`config.mk`:
```
export PLATFORM = sky130hd
export DESIGN_NAME = program_loader_flat
export DESIGN_NICKNAME = d
export VERILOG_FILES = /design/src/rtl/program_loader_pkg.sv /design/src/rtl/program_loader_if.sv /design/src/rtl/program_loader_byte_packer.sv /design/src/rtl/program_loader.sv /design/src/flat_wrapper.sv
export SDC_FILE = /design/constraint.sdc
export NUM_CORES = 1
export LEC_CHECK = 0
export ABC_CLOCK_PERIOD_IN_PS = 2600
export BUFFER_PORTS_ARGS = -buffer_cell sky130_fd_sc_hd__buf_2
export CORE_AREA = 2 2 88 123
export CTS_BUF_LIST = sky130_fd_sc_hd__clkbuf_8 sky130_fd_sc_hd__clkbuf_16
export DETAILED_ROUTE_END_ITERATION = 10
export DIE_AREA = 0 0 90 125
export GPL_TIMING_DRIVEN = 0
export PLACE_DENSITY = 0.59
export SLEW_MARGIN = 20
export SYNTH_ARGS = -nofsm -noshare
export SYNTH_HDL_FRONTEND = slang
export SYNTH_HIERARCHICAL = 1
export SYNTH_SLANG_ARGS = --single-unit
```
`constraint.sdc`:
```
create_clock -name clk -period 2.6 [get_ports clk]
set_input_delay 0.52 -clock clk [delete_from_list [all_inputs] [get_ports clk]]
set_output_delay 0.52 -clock clk [all_outputs]
set_load 0.01 [all_outputs]
```
`src/rtl/program_loader_pkg.sv`:
```
// Shared types and constants for the program loader: FSM states, the frame
// marker, word capacity and the instruction word type.
package loader_pkg;

  localparam logic [7:0] SYNC_BYTE = 8'hA5;
  localparam int         MAX_WORDS = 64;

  typedef logic [31:0] word_t;

  typedef enum logic [2:0] {
    IDLE,
    COUNT,
    DATA,
    WRITE,
    CHECK,
    RUN,
    ERROR
  } state_t;

  // States in which the loader takes a byte from upstream.
  function automatic logic accepts_bytes(input state_t s);
    return (s == IDLE) || (s == COUNT) || (s == DATA) ||
           (s == CHECK) || (s == ERROR);
  endfunction

  function automatic logic is_busy(input state_t s);
    return (s == COUNT) || (s == DATA) || (s == WRITE) || (s == CHECK);
  endfunction

endpackage

```
`src/rtl/program_loader_if.sv`:
```
// Byte-stream input and instruction-memory write bus of the program loader.
// The loader is the slave of the stream and drives the memory write port.
interface program_loader_if #(
  parameter int ADDR_W = 8,
  parameter int DATA_W = 32
);

  logic              in_valid;
  logic [7:0]        in_byte;
  logic              in_ready;
  logic              mem_wen;
  logic [ADDR_W-1:0] mem_addr;
  logic [DATA_W-1:0] mem_data;

  modport master (
    output in_valid,
    output in_byte,
    input  in_ready,
    input  mem_wen,
    input  mem_addr,
    input  mem_data
  );

  modport slave (
    input  in_valid,
    input  in_byte,
    output in_ready,
    output mem_wen,
    output mem_addr,
    output mem_data
  );

endinterface

```
`src/rtl/program_loader_byte_packer.sv`:
```
// Packs four big-endian bytes into one instruction word; word_done flags the
// cycle in which the fourth byte of a group is being shifted in.
module byte_packer
  import loader_pkg::*;
(
  input  logic       clk,
  input  logic       clr,
  input  logic       clear,
  input  logic       shift_en,
  input  logic [7:0] in_byte,
  output word_t      word,
  output logic       word_done
);

  word_t      word_q, word_d;
  logic [1:0] cnt_q, cnt_d;

  always_comb begin
    word_d = word_q;
    cnt_d  = cnt_q;
    if (clear) begin
      word_d = '0;
      cnt_d  = '0;
    end else if (shift_en) begin
      word_d = {word_q[23:0], in_byte};
      cnt_d  = cnt_q + 2'd1;
    end
  end

  always_ff @(posedge clk or negedge clr) begin
    if (!clr) begin
      word_q <= '0;
      cnt_q  <= '0;
    end else begin
      word_q <= word_d;
      cnt_q  <= cnt_d;
    end
  end

  assign word      = word_q;
  assign word_done = shift_en && !clear && (cnt_q == 2'd3);

endmodule

```
`src/rtl/program_loader.sv`:
```
// Frame-driven instruction loader: unpacks a checksummed byte stream into
// instruction memory and releases the processor once the frame verifies.
module program_loader
  import loader_pkg::*;
#(
  parameter int ADDR_W = 8,
  parameter int DATA_W = 32
) (
  input  logic            clk,
  input  logic            clr,
  program_loader_if.slave bus,
  output logic            cpu_run,
  output logic            load_busy,
  output logic            load_error,
  output logic [6:0]      words_loaded
);

  state_t            state_q, state_d;
  logic [ADDR_W-1:0] addr_q, addr_d;
  logic [7:0]        chk_q, chk_d;
  logic [6:0]        count_q, count_d;
  logic [6:0]        words_q, words_d;
  logic              run_q, run_d;
  logic              busy_q, busy_d;
  logic              err_q, err_d;
  logic              wen_q, wen_d;

  logic              accept;
  logic              pk_clear;
  logic              pk_shift;
  logic              pk_done;
  word_t             pk_word;

  // in_ready is the only unregistered output; gating with clr keeps it low in reset.
  assign bus.in_ready = clr & accepts_bytes(state_q);
  assign accept       = bus.in_valid & bus.in_ready;

  byte_packer u_packer (
    .clk       (clk),
    .clr       (clr),
    .clear     (pk_clear),
    .shift_en  (pk_shift),
    .in_byte   (bus.in_byte),
    .word      (pk_word),
    .word_done (pk_done)
  );

  always_comb begin
    state_d  = state_q;
    addr_d   = addr_q;
    chk_d    = chk_q;
    count_d  = count_q;
    words_d  = words_q;
    pk_clear = 1'b0;
    pk_shift = 1'b0;

    case (state_q)
      IDLE, ERROR: begin
        if (accept && bus.in_byte == SYNC_BYTE) begin
          state_d  = COUNT;
          chk_d    = '0;
          pk_clear = 1'b1;
        end
      end

      COUNT: begin
        if (accept) begin
          if (bus.in_byte == 8'd0 || bus.in_byte > 8'(MAX_WORDS)) begin
            state_d = ERROR;
          end else begin
            state_d = DATA;
            count_d = bus.in_byte[6:0];
            words_d = '0;
            addr_d  = '0;
            chk_d   = chk_q ^ bus.in_byte;
          end
        end
      end

      DATA: begin
        if (accept) begin
          pk_shift = 1'b1;
          chk_d    = chk_q ^ bus.in_byte;
          if (pk_done) state_d = WRITE;
        end
      end

      // The increment past the last word may wrap; nothing reads it afterwards.
      WRITE: begin
        addr_d  = addr_q + ADDR_W'(4);
        words_d = words_q + 7'd1;
        state_d = (words_q + 7'd1 == count_q) ? CHECK : DATA;
      end

      CHECK: begin
        if (accept) state_d = (bus.in_byte == chk_q) ? RUN : ERROR;
      end

      RUN: state_d = RUN;

      default: state_d = IDLE;
    endcase

    run_d  = (state_d == RUN);
    err_d  = (state_d == ERROR);
    busy_d = is_busy(state_d);
    wen_d  = (state_d == WRITE);
  end

  always_ff @(posedge clk or negedge clr) begin
    if (!clr) begin
      state_q <= IDLE;
      addr_q  <= '0;
      chk_q   <= '0;
      count_q <= '0;
      words_q <= '0;
      run_q   <= 1'b0;
      busy_q  <= 1'b0;
      err_q   <= 1'b0;
      wen_q   <= 1'b0;
    end else begin
      state_q <= state_d;
      addr_q  <= addr_d;
      chk_q   <= chk_d;
      count_q <= count_d;
      words_q <= words_d;
      run_q   <= run_d;
      busy_q  <= busy_d;
      err_q   <= err_d;
      wen_q   <= wen_d;
    end
  end

  assign bus.mem_wen   = wen_q;
  assign bus.mem_addr  = addr_q;
  assign bus.mem_data  = DATA_W'(pk_word);
  assign cpu_run       = run_q;
  assign load_busy     = busy_q;
  assign load_error    = err_q;
  assign words_loaded  = words_q;

endmodule

```
`src/flat_wrapper.sv`:
```
// flat-port wrapper written by rule: the top's interface ports become plain ports
module program_loader_flat import loader_pkg::*;
#(
  parameter int ADDR_W = 8,
  parameter int DATA_W = 32
)
  (clk, clr, cpu_run, load_busy, load_error, words_loaded, bus_in_valid, bus_in_byte, bus_in_ready, bus_mem_wen, bus_mem_addr, bus_mem_data);
  program_loader_if #(.ADDR_W(ADDR_W), .DATA_W(DATA_W)) bus_i ();
  input  logic clk;
  input  logic clr;
  output logic cpu_run;
  output logic load_busy;
  output logic load_error;
  output logic [6:0] words_loaded;
  input wire logic [$bits(bus_i.in_valid)-1:0] bus_in_valid;
  input wire logic [$bits(bus_i.in_byte)-1:0] bus_in_byte;
  output wire logic [$bits(bus_i.in_ready)-1:0] bus_in_ready;
  output wire logic [$bits(bus_i.mem_wen)-1:0] bus_mem_wen;
  output wire logic [$bits(bus_i.mem_addr)-1:0] bus_mem_addr;
  output wire logic [$bits(bus_i.mem_data)-1:0] bus_mem_data;
  assign bus_i.in_valid = bus_in_valid;
  assign bus_i.in_byte = bus_in_byte;
  assign bus_in_ready = bus_i.in_ready;
  assign bus_mem_wen = bus_i.mem_wen;
  assign bus_mem_addr = bus_i.mem_addr;
  assign bus_mem_data = bus_i.mem_data;
  program_loader #(.ADDR_W(ADDR_W), .DATA_W(DATA_W)) u_core (.clk(clk), .clr(clr), .bus(bus_i), .cpu_run(cpu_run), .load_busy(load_busy), .load_error(load_error), .words_loaded(words_loaded));
endmodule
```
## Word level (Yosys, flattened, before mapping)

Index checks and enable logic that the tools add are counted.

| word-level totals | value |
|---|---|
| input bits | 11 |
| logic and storage cells | 88 |
| bits in registers | 71 |

| cells by class | value |
|---|---|
| reductions and logical operators | 21 |
| mux-type cells | 28 |
| equality and inequality tests | 20 |
| magnitude comparators | 1 |
| bitwise logic cells | 4 |
| add/sub/neg operators | 3 |

Operators with widths:

| kind | count |
|---|---|
| two-way mux 32 bit | 2 |
| two-way mux 8 bit | 6 |
| case mux 8 bit (3 select lines) | 1 |
| two-way mux 3 bit | 7 |
| equality test 3 bit, second input constant | 6 |
| case mux 3 bit (6 select lines) | 1 |
| case mux 8 bit (2 select lines) | 1 |
| two-way mux 7 bit | 2 |
| case mux 7 bit (2 select lines) | 1 |
| equality test 3 x 2 -> 1 bit, second input constant | 4 |
| adder 8 x 3 -> 8 bit, second input constant | 1 |
| equality test 8 bit | 1 |
| equality test 8 bit, second input constant | 1 |
| greater-than comparator 8 x 7 -> 1 bit, second input constant | 1 |
| zero test 8 bit | 1 |
| logical OR 1 bit | 8 |
| XOR 8 bit | 1 |
| adder 7 x 1 -> 7 bit, second input constant | 1 |
| equality test 7 bit | 1 |
| equality test 3 x 1 -> 1 bit, second input constant | 2 |
| two-way mux 2 bit | 3 |
| != test 2 x 1 -> 1 bit, second input constant | 3 |
| AND reduction 3 bit | 2 |
| AND reduction 5 bit | 1 |
| 12 further kinds | 19 |

## Logic depth before layout (Yosys ltp)

Gate-level depths: netlist of run 1.

| logic depth | value |
|---|---|
| depth in word-level cells | 20 |
| depth in mapped cells | 11 |
| gate-level depth less buffers | 8 |

## Modules after synthesis

The synthesis of run 1 kept the hierarchy.

By module, submodules not included:

| module | times used | cells each | area each (sq um) | sequential area each (sq um) |
|---|---|---|---|---|
| program_loader | 1 | 206 | 2049.5 | 875.8 |
| byte_packer | 1 | 113 | 1431.4 | 850.8 |

## Worst setup path after synthesis of run 1

Ideal clock, no wire load.

| timing path | value |
|---|---|
| path type | in2reg |
| start | in bus_in_byte[1] |
| end | reg u_core.busy_q, in the netlist u_core/load_busy |
| path buffers | 2 |
| stages on the path | 10 |
| data arrival time | 2.202 ns |
| setup slack | 0.271 ns |
| required time | 2.473 ns |
| cell sequence | nor3_2 -> nand4_1 -> nor2_1 -> clkbuf_2 -> buf_2 -> nor2_1 -> o2bb2ai_1 -> a211o_1 -> nor2_1 -> mux2_1 |

| on the way | value |
|---|---|
| longest elaborated chain between the ends | 14 |

Ends and longest elaborated chain:

| element | RTL line | text |
|---|---|---|
| start: declaration | flat_wrapper.sv:16 | `input wire logic [$bits(bus_i.in_byte)-1:0] bus_in_byte;` |
| equality test 8 bit (*) | program_loader.sv:59 | `if (accept && bus.in_byte == SYNC_BYTE) begin` |
| logical AND 1 bit (*) | program_loader.sv:59 |  |
| two-way mux 1 bit (*) | program_loader.sv:59 |  |
| two-way mux 1 bit (*) | program_loader.sv:57 | `case (state_q)` |
| net u_core.pk_clear | program_loader.sv:29 | `logic pk_clear;` |
| zero test 1 bit (*) | program_loader_byte_packer.sv:41 | `assign word_done = shift_en && !clear && (cnt_q == 2'd3);` |
| logical AND 1 bit (*) (2 in series) | program_loader_byte_packer.sv:41 |  |
| net u_core.pk_done | program_loader.sv:31 | `logic pk_done;` |
| two-way mux 3 bit (*) | program_loader.sv:84 | `if (pk_done) state_d = WRITE;` |
| two-way mux 3 bit (*) | program_loader.sv:81 | `if (accept) begin` |
| case mux 3 bit (6 select lines) (*) | program_loader.sv:57 |  |
| net u_core.state_d[0] | program_loader.sv:18 | `state_t state_q, state_d;` |
| equality test 3 x 1 -> 1 bit / equality test 3 x 2 -> 1 bit (equally long branches) | program_loader_pkg.sv:27 | `return (s == COUNT) \|\| (s == DATA) \|\| (s == WRITE) \|\| (s == CHECK);` |
| logical OR 1 bit (2 in series) | program_loader_pkg.sv:27 |  |
| logical OR 1 bit (*) | program_loader_pkg.sv:27 |  |
| net u_core.busy_d | program_loader.sv:24 | `logic busy_q, busy_d;` |
| end signal: assignment | program_loader.sv:128 | `busy_q <= busy_d;` |
| end: declaration | program_loader.sv:24 |  |

Mark *: on every way through the listed nets, which the timed path passes. The rest lies on a longest branch.
A chain may end at the register's enable or synchronous reset.

## Worst setup path after layout of run 1

| timing path | value |
|---|---|
| start | reg u_core.state_q[2] |
| end | reg u_core.busy_q, in the netlist u_core/load_busy |

| on the way | value |
|---|---|
| longest elaborated chain between the ends | 20 |

Ends and longest elaborated chain:

| element | RTL line | text |
|---|---|---|
| start: declaration | program_loader.sv:18 |  |
| start signal: assignment | program_loader.sv:122 | `state_q <= state_d;` |
| equality test 3 x 1 -> 1 bit / zero test 3 bit (equally long branches) | program_loader_pkg.sv:22, program_loader.sv:57 |  |
| logical OR 1 bit (3 in series) | program_loader_pkg.sv:22 | `return (s == IDLE) \|\| (s == COUNT) \|\| (s == DATA) \|\|` |
| logical OR 1 bit | program_loader_pkg.sv:23 | `(s == CHECK) \|\| (s == ERROR);` |
| AND 1 bit | program_loader.sv:35 | `assign bus.in_ready = clr & accepts_bytes(state_q);` |
| AND 1 bit | program_loader.sv:36 | `assign accept = bus.in_valid & bus.in_ready;` |
| logical AND 1 bit | program_loader.sv:59 |  |
| two-way mux 1 bit | program_loader.sv:59 |  |
| two-way mux 1 bit (*) | program_loader.sv:57 |  |
| net u_core.pk_clear | program_loader.sv:29 |  |
| (+3 left out) | n/a |  |
| net u_core.pk_done | program_loader.sv:31 |  |
| two-way mux 3 bit (*) | program_loader.sv:84 |  |
| two-way mux 3 bit (*) | program_loader.sv:81 |  |
| case mux 3 bit (6 select lines) (*) | program_loader.sv:57 |  |
| net u_core.state_d[0] | program_loader.sv:18 |  |
| equality test 3 x 1 -> 1 bit / equality test 3 x 2 -> 1 bit (equally long branches) | program_loader_pkg.sv:27 |  |
| logical OR 1 bit (2 in series) | program_loader_pkg.sv:27 |  |
| logical OR 1 bit (*) | program_loader_pkg.sv:27 |  |
| net u_core.busy_d | program_loader.sv:24 |  |

Marks and branches as above.

==> metrics.md, run 1 <==
| Metric | Value |
|---|---|
| Vias in the first global route | `2,709` |
| GRT overflow | `0` |
| Clk buf depth | `2` |
| Crit end category | `register` |
| Fin area | `4410 sq um` |
| CP arrival | `2.62 ns` |
| Async S/R FF share, synth | `100%` |
| Number of max-cap violations | `0` |
| Top-count cell post-synth | `dfrtp_1` |
| Synth-to-layout area growth | `26.6%` |
| Worst setup path startpoint | `u_core/state_q[2]$_DFF_PN0_` |
| Later-pin clock latency in the skew report | `0.33 ns` |
| CP Cell Sequence | `buf_2 > xnor2_1 > nand4_1 > nor2_2 > clkbuf_4 > nor2_1 > o2bb2ai_1 > a211o_1 > nor2_1 > mux2_1` |
| CP Data Required Time | `2.81 ns` |
| Dpl hpwl | `5930 um` |
| Die extent in x | `90 um` |
| Vias/cell | `4.92` |
| DR iter-0 viols | `96` |
| DRT Pass-1 Iters | `5` |
| Starting Density | `34.0%` |
| Total number of vias | `2,654` |
| Total power | `3.62 mW` |
| CP bufs+invs | `2` |
| Post-synthesis register bit count | `69` |
| Final WL | `8270 um` |
| CTS buffer count | `9` |
| Synth top cells by count | `69 x dfrtp_1, 52 x nor2_1, 33 x mux2i_1, 18 x xnor2_1, 17 x nand2_1` |
| Critical path peak fanout | `17` |
| DRC Markers | `0` |
| Port-buffer cells | `60` |
| Post-route ant nets | `0` |
| Placed insts | `519` |
| Post-synthesis cell type with the largest combined area | `dfrtp_1` |
| CP delay by family, top | `simple AND/OR/NAND/NOR gates` |
| Final setup violation count | `0` |
| Wirelength per Cell | `15.3 um` |
| Status | `completed` |
| Kind of critical path | `reg -> reg` |
| Clock skew | `0.00460 ns` |
| Io pins | `63` |
| Full die area | `11,300 sq um` |
| Worst vdd ir | `0.373 mV` |
| CTS root buf | `clkbuf_16` |
| EDFF count, synth | `0` |
| Netlist cell types | `46` |
| Part of the cycle the worst path needs | `92.9%` |
| Row count | `44` |
| RSZ-0062 raised after global routing | `no` |
| Sink Count | `69` |
| Gpl congestion | `0.801` |
| Worst-margin pin slew | `0.816 ns` |
| First-pass GRT wire length | `13,700 um` |
| Fin. Hold Viols | `0` |
| Synth area leaders | `dfrtp_1 50%, mux2i_1 9.5%, nor2_1 5.6%, xnor2_1 4.5%, o21ai_0 2.3%` |
| Slew Viols, Final | `0` |
| Total Routing Usage GR | `15.3%` |
| Top_reg_cell synth | `dfrtp_1` |
| Slowest cell delay on critical path | `0.37 ns` |
| Synthesized area | `3480 sq um` |
| P_leak | `2.06 nW` |
| Antenna cells | `0` |
| Top-area cell type share of the netlist area | `49.6%` |
| Pin count of the biggest net entering global routing | `20` |
| Final cell count without fillers | `539` |
| Cell mode on critical path | `nor2_1` |
| Cells after Synth | `319` |
| Die height | `125 um` |
| Slew headroom | `45.4%` |
| Register area share after synthesis | `49.6%` |
| PwrDens | `821 nW/um^2` |
| Fin nets | `410` |
| Reg2reg start | `u_core/state_q[2]$_DFF_PN0_` |
| Placed instance area | `3980 sq um` |
| CTS tree | `built` |
| Element type at the critical path start | `register` |
| Ys Warns | `6` |
| CTS H-tree lvls | `3` |
| Fin Hold WS | `0.0970 ns` |
| Crit path max-delay cell type | `dfrtp_1` |
| Min Tclk post-route | `2.42 ns` |
| CORE AREA | `10,200 sq um` |
| Clk pin slew, worst setup/hold paths | `0.05 ns` |
| Hold Path Class | `in -> async` |
| Syn Area/Cell | `10.9 sq um` |
| Fmax | `414 MHz` |
| Initial antenna violation count | `0` |
| Layout cells sized above 1 | `27.2%` |
-- kinds of logic (layout without fill, tap and decap cells) --
family / after synthesis / in the layout / share of synthesized area, %
buf+inv: 17 / 98 / 4.49
flops: 69 / 69 / 49.6
xor+xnor: 23 / 23 / 5.79
fa+ha+maj: 3 / 3 / 1.08
simple gates: 121 / 121 / 17.4
mux: 41 / 41 / 12.5
other cells: 1 / 2 / 0.108
compound gates: 44 / 44 / 9.06
-- worst paths after layout --
path,endpoint,slack [ns],cells after the start
hold reg to reg,u_core/chk_q[7]$_DFFE_PN0P_,0.51,1
setup reg to reg,u_core/load_busy$_DFF_PN0_,0.18,10
max in group asynchronous,u_core/bus.mem_addr[3]$_DFFE_PN0P_,1.26,2
hold / removal,u_core/u_packer/word[18]$_DFFE_PN0P_,0.1,2
setup / recovery,u_core/load_busy$_DFF_PN0_,0.18,10
min in group clk,u_core/cpu_run$_DFF_PN0_,0.48,3
-- final cells by class --
class | count | area [sq um]
plain buffers | 15 | 150
clock buffers | 9 | 225
clock inverters | 7 | 82.6
fillers | 1039 | 5830
inverters | 1 | 3.75
multi-input cells | 234 | 1600
flip-flops and latches | 69 | 1730
well taps | 138 | 173
repair buffers | 66 | 440
-- metrics by stage --
stage               TNS [ns]  setup slack [ns]  util, %
floorplan                  0             0.271        -
global placement      -59.85             -1.52     38.6
detailed placement     -4.10            -0.872     38.9
CTS                        0             0.108     42.9
global route               0            0.0388     43.0
finish                     0             0.184     43.0
-- registers in the layout, summed over array words and instances, names as in the netlist --
name	cells
u_core/count_q	7
u_core/load_error	1
u_core/state_q	3
u_core/chk_q	8
u_core/load_busy	1
u_core/bus.mem_addr	6
u_core/u_packer/cnt_q	2
u_core/u_packer/word	32
u_core/cpu_run	1
u_core/bus.mem_wen	1
u_core/words_loaded	7
-- routing by layer --
layer / GRT usage, % / vias to the layer above / part of all wire, %
met5: 0 / - / 0
met2: 26.9 / 78 / 51
met3: 3.92 / 16 / 4.5
met1: 17.1 / 1288 / 41
met4: 7.51 / 0 / 2.7
li1: - / 1272 / -
-- cell usage in the layout (no fill, tap or decap), types with 2 or more instances in the layout --
| cell type | instances |
|---|---|
| and2_1 | 4 |
| clkbuf_16 | 9 |
| and3_1 | 4 |
| ha_1 | 3 |
| xor2_1 | 5 |
| buf_16 | 2 |
| nor2b_1 | 6 |
| a221o_1 | 7 |
| bufinv_16 | 2 |
| mux2_2 | 3 |
| and2b_1 | 3 |
| mux2_4 | 4 |
| dfrtp_1 | 69 |
| bufbuf_16 | 2 |
| nor3b_1 | 7 |
| nand2_1 | 17 |
| nor3_1 | 2 |
| inv_1 | 3 |
| nand2b_1 | 5 |
| conb_1 | 2 |
| a31oi_1 | 2 |
| nor2_2 | 2 |
| nand3_1 | 8 |
| buf_12 | 3 |
| nand4_1 | 5 |
| a211o_1 | 2 |
| o21ai_0 | 16 |
| nor2_1 | 51 |
| clkinv_2 | 3 |
| buf_2 | 62 |
| buf_6 | 4 |
| nor3_2 | 3 |
| xnor2_1 | 18 |
| o31ai_1 | 5 |
| a21oi_1 | 4 |
| a311oi_1 | 2 |
| buf_4 | 4 |
| clkbuf_1 | 2 |
| mux2i_1 | 33 |
-- power breakdown --
| group | total, mW | internal (mW) | switching [mW] |
|---|---|---|---|
| clock | 1.27 | 0.827 | 0.442 |
| sequential | 1.47 | 1.28 | 0.195 |
| combinational | 0.873 | 0.435 | 0.439 |
| total | 3.62 | 2.54 | 1.08 |
-- what timing repair did --
item	4_1_cts	5_1_grt
gates cloned	2	0
gates resized for setup	8	0
hold endpoints to repair	17	0
buffers inserted	0	2
hold buffers	1	0
pin swaps	0	2
endpoints found under the setup margin	2	1
(Power assumes the default switching activity.)
==> run 2: changes to the inputs <==
ABC_CLOCK_PERIOD_IN_PS = 2240   (was 2600)
SLEW_MARGIN = unset   (was 20)
clock period = 2.24 ns   (was 2.6 ns; I/O delays follow)
==> run 2 against run 1 <==
  * Sequential cell count unchanged
  * Worst hold slack got worse by 0.056 ns
  * Non-clock buffer count increased by 8
  * Clock power increased by 15%
  * Die area unchanged
  * Via count increased by 2.3%
  * Wire length increased by 0.98%
  * Count of clock-buffer cells in the layout unchanged
  * Clock skew increased by 0.0032 ns
  * Critical path depth unchanged
  * Design area increased by 2.0%
  * Critical endpoint unchanged
==> metrics.md, run 2 (synthesis gave the netlist of run 1 again) <==
| Metric | Value |
|---|---|
| Slowest cell delay on critical path | `0.39 ns` |
| DRC Markers | `0` |
| RSZ-0062 raised after global routing | `yes` |
| CTS buffer count | `9` |
| Post-route ant nets | `0` |
| Synth-to-layout area growth | `29.1%` |
| CORE AREA | `10,200 sq um` |
| Dpl hpwl | `5810 um` |
| Fin. Hold Viols | `0` |
| Pre-CTS setup slack | `-0.897 ns` |
| Io pins | `63` |
| CTS tree | `built` |
| Final worst slack | `0.0465 ns` |
| Element type at the critical path start | `register` |
| DR iter-0 viols | `210` |
| Fmax | `456 MHz` |
| Worst r2r path cells | `10` |
| DRT Pass-1 Iters | `4` |
| Fin nets | `418` |
| CP bufs+invs | `2` |
| Layout cells sized above 1 | `30.3%` |
| Gpl congestion | `0.818` |
| Wirelength per Cell | `15.3 um` |
| Sw Share | `31.7%` |
| Total Routing Usage GR | `15.3%` |
| Slew headroom | `54.4%` |
| Part of the cycle the worst path needs | `97.9%` |
| P_leak | `2.08 nW` |
| Pin count of the biggest net entering global routing | `30` |
| CTS H-tree lvls | `3` |
| Row count | `44` |
| GRT overflow | `0` |
| Crit path max-delay cell type | `dfrtp_1` |
| Kind of critical path | `reg -> reg` |
| Min Tclk post-route | `2.19 ns` |
| Final WL | `8350 um` |
| Max FFs per register | `32` |
| Full die area | `11,300 sq um` |
| Sink Count | `69` |
| Antenna cells | `0` |
| Fill cells | `1,042` |
| Flop2flop setup slack | `0.05 ns` |
| CP arrival | `2.42 ns` |
| Worst R2R End | `u_core/load_busy$_DFF_PN0_` |
| Total number of vias | `2,716` |
| Hold Path Class | `in -> async` |
| Final setup violation count | `0` |
| CTS root buf | `clkbuf_16` |
| Switching Power | `1.33 mW` |
| Clock share of power | `34.7%` |
| Vias/cell | `4.97` |
| Starting Density | `34.0%` |
| Later-pin clock latency in the skew report | `0.34 ns` |
| Worst vdd ir | `0.600 mV` |
| CP delay by family, top | `simple AND/OR/NAND/NOR gates` |
| Reg2reg start | `u_core/state_q[2]$_DFF_PN0_` |
| Worst-margin pin slew | `0.681 ns` |
| Critical path peak fanout | `4` |
| Commonest non-fill, non-tap cell in the layout | `dfrtp_1` |
| Crit end category | `register` |
| Slew Viols, Final | `0` |
| CP Data Required Time | `2.46 ns` |
| Most frequent cells in the layout | `69 x dfrtp_1, 61 x buf_2, 49 x nor2_1` |
| Post-layout util | `43.9%` |
| Clock skew | `0.00778 ns` |
| CP Cell Sequence | `buf_6 > xnor2_2 > nand4_1 > nor2_2 > clkbuf_8 > nor2_4 > o2bb2ai_2 > a211o_1 > nor2_2 > mux2_4` |
| Vias in the first global route | `2,711` |
| Internal power | `2.88 mW` |
| Port-buffer cells | `60` |
| Number of max-cap violations | `0` |
| Combinational share of power | `24.8%` |
| Clk pin slew, worst setup/hold paths | `0.06 ns` |
| Placed insts | `519` |
| Clk buf depth | `2` |
| Status | `completed` |
| First-pass GRT wire length | `13,800 um` |
| Cell mode on critical path | `nor2_2` |
| Die extent in x | `90 um` |
| PwrDens | `938 nW/um^2` |
| Sequential share of power | `40.5%` |
| Initial antenna violation count | `0` |
| Final cell count without fillers | `547` |
| Die height | `125 um` |
run 2: cell types whose count changed in the layout (fill, tap and decap cells not counted), moves of 2 or more:
cell and delta:
buf_4 +8, buf_6 +2, nor2_1 -2, inv_1 -2
clkinv_2 -3, clkinvlp_4 +2, inv_6 +3
run 2: layout make-up:
cell class / instances / area (sq um) / share of cell area [%]
multi-input cells: 234 / 1640 / 36.5
repair buffers: 74 / 484 / 10.8
flip-flops and latches: 69 / 1730 / 38.4
clock inverters: 7 / 80.1 / 1.78
well taps: 138 / 173 / 3.84
inverters: 1 / 3.75 / 0.0835
plain buffers: 15 / 163 / 3.62
clock buffers: 9 / 225 / 5.01
run 2: worst max-delay path by stage:
stage                                start                         end  cells past startpoint  slack [ns]
2_1_floorplan               bus_in_byte[1]  u_core/load_busy$_DFF_PN0_                     10        0.03
3_3_place_gp                           clr  u_core/load_busy$_DFF_PN0_                     11       -1.79
3_5_place_dp                           clr  u_core/load_busy$_DFF_PN0_                     12       -0.90
4_1_cts        u_core/state_q[2]$_DFF_PN0_  u_core/load_busy$_DFF_PN0_                     10       0.004
5_1_grt        u_core/state_q[2]$_DFF_PN0_  u_core/load_busy$_DFF_PN0_                     10       -0.03
6_report       u_core/state_q[2]$_DFF_PN0_  u_core/load_busy$_DFF_PN0_                     10        0.05
run 2: power groups by stage:
stage                     Clock (mW)  Combinational [mW]  Sequential [mW]
after CTS                       1.48                1.02             1.71
after global routing            1.54                1.15             1.75
after floorplan                    0               0.601             1.76
final                           1.46                1.05             1.71
after detailed placement           0                1.00             1.73
after global placement             0               0.981             1.72
run 2: repair_timing:
action                     CTS  global route
cloned                       2             0
setup buffers                3             7
pin swaps                    2             7
gates resized for setup      4            10
hold endpoints to repair    14             0
hold buffers                 1             0
setup endpoints to repair    2             1
run 2: per-stage QoR:
step	TNS (ns)	power, mW	hold slack, ns	instance area (sq um)
after floorplan	0	2.36	0.152	3490
after global placement	-79.66	2.70	0.499	3960
after detailed placement	-11.76	2.73	0.327	3990
after CTS	0	4.22	0.0397	4400
after global routing	-0.0333	4.44	0.0498	4490
final	0	4.22	0.0414	4490
run 2: routing by layer:
metal	up-vias	GRT usage [%]	wire, um
met2	88	25.7	4230
met4	0	8.42	252
met1	1328	18.3	3450
li1	1280	-	-
met5	-	0	0
met3	20	3.19	416
